File: src/rtl/m10k_port_arbiter.sv
// rtl/m10k_port_arbiter.sv - two-requester arbiter in front of one 256x8 M10K block
//
// Shares one simple-dual-port M10K (one write port, one synchronous read port,
// one-cycle read latency) between requester 0 and requester 1. At most one
// access is granted per cycle. A requester may lock ownership for a burst of
// up to MAX_BURST consecutive grants. Memory-side outputs are registered.
// Read data is returned on the shared rdata bus, qualified by the per-requester
// rvalid, two cycles after the grant.
//
// Optional build macro: M10K_ARB_FIXED_PRIO_EN
//   defined   - idle arbitration always favours requester 0
//   undefined - round-robin against the last granted requester
//
// Ports:
//   clk, reset                    clock, synchronous active-high reset
//   rN_req/we/lock/addr/wdata     requester N access request
//   rN_gnt                        combinational grant for requester N
//   rN_rvalid                     read data on rdata belongs to requester N
//   rdata                         shared read data (passthrough of mem_q)
//   mem_we/waddr/d                registered M10K write port
//   mem_raddr                     registered M10K read address
//   mem_q                         M10K read data

module m10k_port_arbiter #(
  parameter int ADDR_W    = 8,
  parameter int DATA_W    = 8,
  parameter int MAX_BURST = 16
) (
  input  logic              clk,
  input  logic              reset,
  input  logic              r0_req,
  input  logic              r0_we,
  input  logic              r0_lock,
  input  logic [ADDR_W-1:0] r0_addr,
  input  logic [DATA_W-1:0] r0_wdata,
  input  logic              r1_req,
  input  logic              r1_we,
  input  logic              r1_lock,
  input  logic [ADDR_W-1:0] r1_addr,
  input  logic [DATA_W-1:0] r1_wdata,
  output logic              r0_gnt,
  output logic              r1_gnt,
  output logic              r0_rvalid,
  output logic              r1_rvalid,
  output logic [DATA_W-1:0] rdata,
  output logic              mem_we,
  output logic [ADDR_W-1:0] mem_waddr,
  output logic [ADDR_W-1:0] mem_raddr,
  output logic [DATA_W-1:0] mem_d,
  input  logic [DATA_W-1:0] mem_q
);

  typedef enum logic [1:0] {
    IDLE = 2'd0,
    OWN0 = 2'd1,
    OWN1 = 2'd2
  } state_t;

  localparam logic [7:0] BURST_CAP = 8'(MAX_BURST);

  state_t     state, state_nxt;
  logic       last, last_nxt;
  logic [7:0] bcnt, bcnt_nxt;
  logic [7:0] bcnt_inc;

  logic              any_gnt;
  logic              win;        // winning requester id
  logic              win_we;
  logic              win_lock;
  logic [ADDR_W-1:0] win_addr;
  logic [DATA_W-1:0] win_wdata;
  logic              owner_hold; // current lock owner is requesting again
  logic              pick1;      // idle-rule arbitration picks requester 1

  // Read tag pipeline: stage 1 tracks the cycle mem_raddr is presented,
  // stage 2 lines up with mem_q.
  logic v1, v2;
  logic t1, t2;

  assign bcnt_inc = bcnt + 8'd1;

  assign owner_hold = ((state == OWN0) && r0_req) || ((state == OWN1) && r1_req);

`ifdef M10K_ARB_FIXED_PRIO_EN
  assign pick1 = r1_req && !r0_req;
`else
  // Both requesting: take the one that did not win last time.
  assign pick1 = r1_req && (!r0_req || !last);
`endif

  assign win_we    = win ? r1_we    : r0_we;
  assign win_lock  = win ? r1_lock  : r0_lock;
  assign win_addr  = win ? r1_addr  : r0_addr;
  assign win_wdata = win ? r1_wdata : r0_wdata;

  always_comb begin
    state_nxt = IDLE;
    last_nxt  = last;
    bcnt_nxt  = 8'd0;
    any_gnt   = 1'b0;
    win       = 1'b0;

    if (!reset) begin
      if (owner_hold) begin
        // Locked owner keeps the port regardless of the other requester.
        win      = (state == OWN1);
        any_gnt  = 1'b1;
        last_nxt = win;
        if (win_lock && (bcnt_inc != BURST_CAP)) begin
          state_nxt = state;
          bcnt_nxt  = bcnt_inc;
        end
      end else if (r0_req || r1_req) begin
        // Idle, or the owner dropped its request: arbitrate this cycle.
        win      = pick1;
        any_gnt  = 1'b1;
        last_nxt = win;
        // A cap of one means a lock can never extend past the first grant.
        if (win_lock && (BURST_CAP != 8'd1)) begin
          state_nxt = win ? OWN1 : OWN0;
          bcnt_nxt  = 8'd1;
        end
      end
    end
  end

  assign r0_gnt = any_gnt && !win;
  assign r1_gnt = any_gnt &&  win;

  always_ff @(posedge clk) begin
    if (reset) begin
      state <= IDLE;
      last  <= 1'b0;
      bcnt  <= 8'd0;
    end else begin
      state <= state_nxt;
      last  <= last_nxt;
      bcnt  <= bcnt_nxt;
    end
  end

  always_ff @(posedge clk) begin
    if (reset) begin
      mem_we    <= 1'b0;
      mem_waddr <= '0;
      mem_raddr <= '0;
      mem_d     <= '0;
      v1        <= 1'b0;
      v2        <= 1'b0;
      t1        <= 1'b0;
      t2        <= 1'b0;
    end else begin
      mem_we <= any_gnt && win_we;
      if (any_gnt && win_we) begin
        mem_waddr <= win_addr;
        mem_d     <= win_wdata;
      end
      // Read address holds between reads so the M10K output stays stable.
      if (any_gnt && !win_we) begin
        mem_raddr <= win_addr;
      end
      v1 <= any_gnt && !win_we;
      t1 <= win;
      v2 <= v1;
      t2 <= t1;
    end
  end

  assign rdata     = mem_q;
  assign r0_rvalid = v2 && !t2;
  assign r1_rvalid = v2 &&  t2;

endmodule

File: config.mk
export PLATFORM = sky130hd
export DESIGN_NAME = m10k_port_arbiter
export DESIGN_NICKNAME = d
export VERILOG_FILES = /design/src/rtl/m10k_port_arbiter.sv
export SDC_FILE = /design/constraint.sdc
export NUM_CORES = 1
export LEC_CHECK = 0
export BUFFER_PORTS_ARGS = -buffer_cell sky130_fd_sc_hd__buf_2
export CELL_PAD_IN_SITES_DETAIL_PLACEMENT = 0
export CELL_PAD_IN_SITES_GLOBAL_PLACEMENT = 2
export CORE_UTILIZATION = 27
export DETAILED_ROUTE_END_ITERATION = 8
export PLACE_DENSITY_LB_ADDON = 0.05
export SYNTH_ARGS = -nofsm -noshare
export SYNTH_HDL_FRONTEND = slang
export SYNTH_SLANG_ARGS = --single-unit
File: constraint.sdc
create_clock -name clk -period 2 [get_ports clk]
set_input_delay 0.1 -clock clk [delete_from_list [all_inputs] [get_ports clk]]
set_output_delay 0.1 -clock clk [all_outputs]
set_load 0.05 [all_outputs]
* After elaboration in Yosys (flattened, before gate mapping) *
Index checks and enable logic that the tools add are counted.

storage, ports and cells
  register bits after elaboration = 40
  input port bits = 48
  output and inout port bits = 37
  logic and storage cells = 56

cells by class
  add/sub/neg operators = 1
  mux-type cells = 21
  eq/ne operators = 4
  reductions and logical operators = 19

operator list
  operator               count
  $mux W8                4
  $mux W1                12
  $logic_and A1 B1 Y1    10
  $mux W2                5
  $add A8 B1 Y8 const B  1
  $ne A8 B5 Y1 const B   1
  $logic_not A1 Y1       5
  $logic_or A1 B1 Y1     3
  $eq A2 B1 Y1 const B   1
  $eq A2 B2 Y1 const B   1
  $ne A2 B2 Y1 const B   1
  $reduce_bool A2 Y1     1

* Longest topological paths before layout *
  word-level depth = 10
  mapped depth = 7

* Worst setup path after synthesis *
No wires, ideal clock.

  path kind = reg2out
  start = reg last
  end = out r0_gnt
  cell stages (with the launch flop) = 4
  required time = 1.900 ns
  path buffers = 0
  arrival = 2.190 ns
  setup slack = -0.290 ns
  cell sequence = dfxtp_1 -> and3b_4 -> a21oi_1 -> nor3b_1

on the way
  longest elaborated chain between the ends = 8

RTL lines
  element                   RTL line  text
  start: declaration        62        logic last, last_nxt;
  start signal: assignment  137       last <= last_nxt;
  $logic_not A1 Y1          88        assign pick1 = r1_req && (!r0_req || !last);
  $logic_or A1 B1 Y1        88
  $logic_and A1 B1 Y1       88
  $mux W1                   113       end else if (r0_req || r1_req) begin
  $mux W1                   104       if (owner_hold) begin
  $mux W1                   103       if (!reset) begin
  $logic_not A1 Y1          127       assign r0_gnt = any_gnt && !win;
  $logic_and A1 B1 Y1       127
  end: declaration          41        output logic r0_gnt,

No other way between the ends.

* Final worst setup path *
  start = reg state[1]
  end = reg mem_waddr[6]

on the way
  longest elaborated chain between the ends = 7
  elaborated cells on any way between the ends = 12
  those cells by class = eq/ne: 2; mux: 6; reduce/logical: 4

RTL lines
  element                                       RTL line  text
  start: declaration                            61        state_t state, state_nxt;
  start signal: assignment                      136       state <= state_nxt;
  $eq A2 B1 Y1 or $eq A2 B2 Y1 (tied branches)  82, 106
  $logic_and A1 B1 Y1                           82        assign owner_hold = ((state == OWN0) && r0_req) || ((state == OWN1) && r1_req);
  $logic_or A1 B1 Y1                            82
  $mux W1                                       104
  $mux W1                                       103
  $mux W1                                       91        assign win_we = win ? r1_we : r0_we;
  $logic_and A1 B1 Y1                           154       if (any_gnt && win_we) begin
  end signal: assignment                        155       mem_waddr <= win_addr;
  end: declaration                              47        output logic [ADDR_W-1:0] mem_waddr,

Several ways; a longest one is shown, not always the timed one.
A chain may end at the register's enable or synchronous reset.

==> reports/results.tsv <==
stage	metric	value	unit
placement	portBuffers	68	
sta	setup_viol	0	
placement	placedInstanceArea	0.00232	mm^2
critical_path	critical-path-top-delay-family	simple AND/OR/NAND/NOR gates	
power	power.density	861	mW/mm^2
global_route	grt_overflow	0	
logic_synthesis	synthArstFlopShare	0	%
global_route	grtUsageTotal	14.7	%
cts	postCtsSetupBuffers	0	
drt	route.met3.wl	314	um
critical_path	crit_arrival	1950	ps
critical_path	crit_type	reg -> reg	
logic_synthesis	netlist_area	0.00192	mm^2
sta	tightest_slew	477	ps
drt	dr.pass1.iters	4	
final_layout	layout-drive-gt1-share	34.2	%
die	io_pins	85	
drt	maxUsedRoutingLayer	met4	
logic_synthesis	synth_edf_count	0	
power	p_sw_share	32.4	%
final_layout	nets	314	
drt	post-route-drc-count	0	
sta	hold_violations	0	
cts	clockBufferDepth	2	
sta	finalCritPeriodShare	87.8	%
die	placeableCoreArea	0.00683	mm^2
final_layout	final_area	0.00244	mm^2
critical_path	crit_slowest_cell	or2_2	
power	p_leak	1.09	nW
critical_path	setup.worst_path.start_class	flip-flop	
sta	min_period	1760	ps
sta	drv_slew	0	
run_status	status	finished clean	
die	die_x	86.4	um
cts	cts_buffers	5	
sta	max_freq	570	MHz
sta	relSlewSlack	68.1	%
drt	vias	1710	
die	die_area	0.00746	mm^2
critical_path	crit_required	2190	ps
flow_run	maxCapViolations	0	
cts	cts-root-buf	clkbuf_8	
worst_hold_path	hp-class	in -> reg	
placement	gp_congestion	0.779	
critical_path	path_cells	nor2b_1, o211ai_2, or2_2, o221a_1	
die	initial_core_util	28.1	%
final_layout	fin_util	35.7	%
power	power.switching	680	uW
cts	path_clk_slew	90	ps
logic_synthesis	ys_seq_area_share	41.7	%
final_layout	fillers	763	
global_route	antenna_found_initial	0	
drt	drt-total-wl	5220	um
drt	drt-wirelength-per-cell	14.4	um
logic_synthesis	ys.flop_type	dfxtp_1	
drt	vias_per_cell	4.72	
final_layout	syn2layout_area_growth	26.8	%
cts	cts_tree	done	
die	rows	30	
power	intPower	1.42	mW
critical_path	cp_num_buf_inv	0	
final_layout	antenna_cells	0	
global_route	grt_pass1_wl	8470	um
die	die_height	86.4	um
power	pwr-share-comb	23.4	%
global_route	grt_start_max_net_pins	20	
logic_synthesis	synth-seq-cells	40	
cts	ctsResizeCount	0	
cts	clock-sinks	40	
power	power_frac_seq	42.4	%
logic_synthesis	synth_warnings	0	
sta	finClkSkew	8.98	ps
drt	ant_nets	0	
drt	drtIter0Drc	29	
global_route	grt_pass1_vias	1711	
placement	hpwlAfterDp	3750	um
sta	final.setup.tns	0	ps
power	clock_power_share	34.2	%
cts	cts_hold_buf	0	
logic_synthesis	synth.distinct_cells	41	
logic_synthesis	netlist_instances	202	
logic_synthesis	synth_nets	251	
cts	clk_latency	300	ps
critical_path	crit_fanout	16	
cts	htree_levels	2	
critical_path	slowest_delay	480	ps
critical_path	end_kind	flip-flop	
power	ir_drop	341	uV
drt	dr_wl_met2	2280	um
logic_synthesis	synth_area_per_cell	9.51	um^2
drt	wl_met1	2520	um
sta	rsz0062_at_grt	no	
[path summary, 6_finish.rpt]
path | start | cells past startpoint | slack [ps] | end
max | state[1] | 4 | 240 | mem_waddr[6]
min | r1_wdata[7] | 2 | 60 | mem_d[7]
max reg2reg | state[1] | 4 | 240 | mem_waddr[6]
min reg2reg | t1 | 1 | 440 | t2
[Yosys cell counts, types with 2 or more instances]
cell	instances	area, um^2
clkbuf_1	5	18.8
mux2i_1	2	20.0
inv_1	15	56.3
o211ai_1	2	15.0
a21oi_1	22	110
buf_2	2	10.0
o221a_1	24	270
nand2b_1	3	18.8
a211oi_4	2	40.0
and3_1	2	12.5
a31oi_1	9	56.3
dfxtp_1	40	801
buf_6	2	22.5
nand3_1	5	25.0
o21ai_0	3	15.0
nor3b_1	2	15.0
nor2b_1	10	62.6
xor2_1	4	35.0
nand2_1	6	22.5
xnor2_1	2	17.5
buf_4	8	60.1
nor2_1	13	48.8
[per-stage QoR]
stage	total power, mW	hold WS (ps)	std cells	worst slack [ps]
4_1_cts	2.14	48.9	362	155
3_3_place_gp	1.41	201	354	229
6_report	2.10	61.1	362	244
2_1_floorplan	1.30	252	202	186
3_5_place_dp	1.41	201	354	173
5_1_grt	2.20	51.8	362	89.2
[area by class of cell]
type / instances / area (um^2) / share of cell area [%]
Clock inverter: 2 / 38.8 / 1.59
Multi-Input combinational cell: 128 / 950 / 39.0
Tap cell: 96 / 120 / 4.93
Inverter: 16 / 60.1 / 2.46
Timing Repair Buffer: 74 / 385 / 15.8
Clock buffer: 6 / 82.6 / 3.39
Sequential cell: 40 / 801 / 32.9
[routing by layer]
layer / up-vias / track usage [%]
met5: - / 0
met4: 0 / 6.97
met3: 15 / 3.81
met2: 48 / 22.1
met1: 785 / 19.7
li1: 862 / -
[state kept, by name, summed over array words and instances (netlist names), 2 cells and up]
name / flops
bcnt: 8
mem_d: 8
mem_raddr: 8
state: 2
mem_waddr: 8
[worst reg2reg max path, delay by kind of cell, from the launching register on]
kind / cells / cell delay [ps]
flops: 1 / 430
compound gates: 2 / 510
simple gates: 2 / 720
[cell usage in the layout (no fill, tap or decap), types with 3 or more instances in the layout]
cell / count
nand3_1: 5
o21ai_0: 3
a21oi_1: 22
buf_2: 68
nor2_1: 13
nor2b_1: 10
a31oi_1: 9
clkbuf_8: 6
xor2_1: 4
o221a_1: 24
buf_4: 6
dfxtp_1: 40
nand2_1: 6
inv_1: 15
nand2b_1: 3
[logic make-up (layout without fill, tap and decap cells)]
group                      count (synthesis)  in the layout  synth area share [%]
and+or+nand+nor                           51             51                  14.8
AOI/OAI and AO/OA                         68             68                  29.9
adders and majority gates                  1              1                 0.651
DFF                                       40             40                  41.7
buffers and inverters                     34             98                  9.18
xor gates and xnor gates                   6              6                  2.73
muxes                                      2              2                  1.04
[power by group through the flow]
stage	logic [mW]	registers, mW	clock network, mW
floorplan	0.231	1.07	0
global placement	0.500	0.910	0
detailed placement	0.497	0.909	0
CTS	0.498	0.891	0.748
global route	0.531	0.897	0.769
finish	0.492	0.890	0.717
No activity file was read; power rests on OpenSTA's default activity.
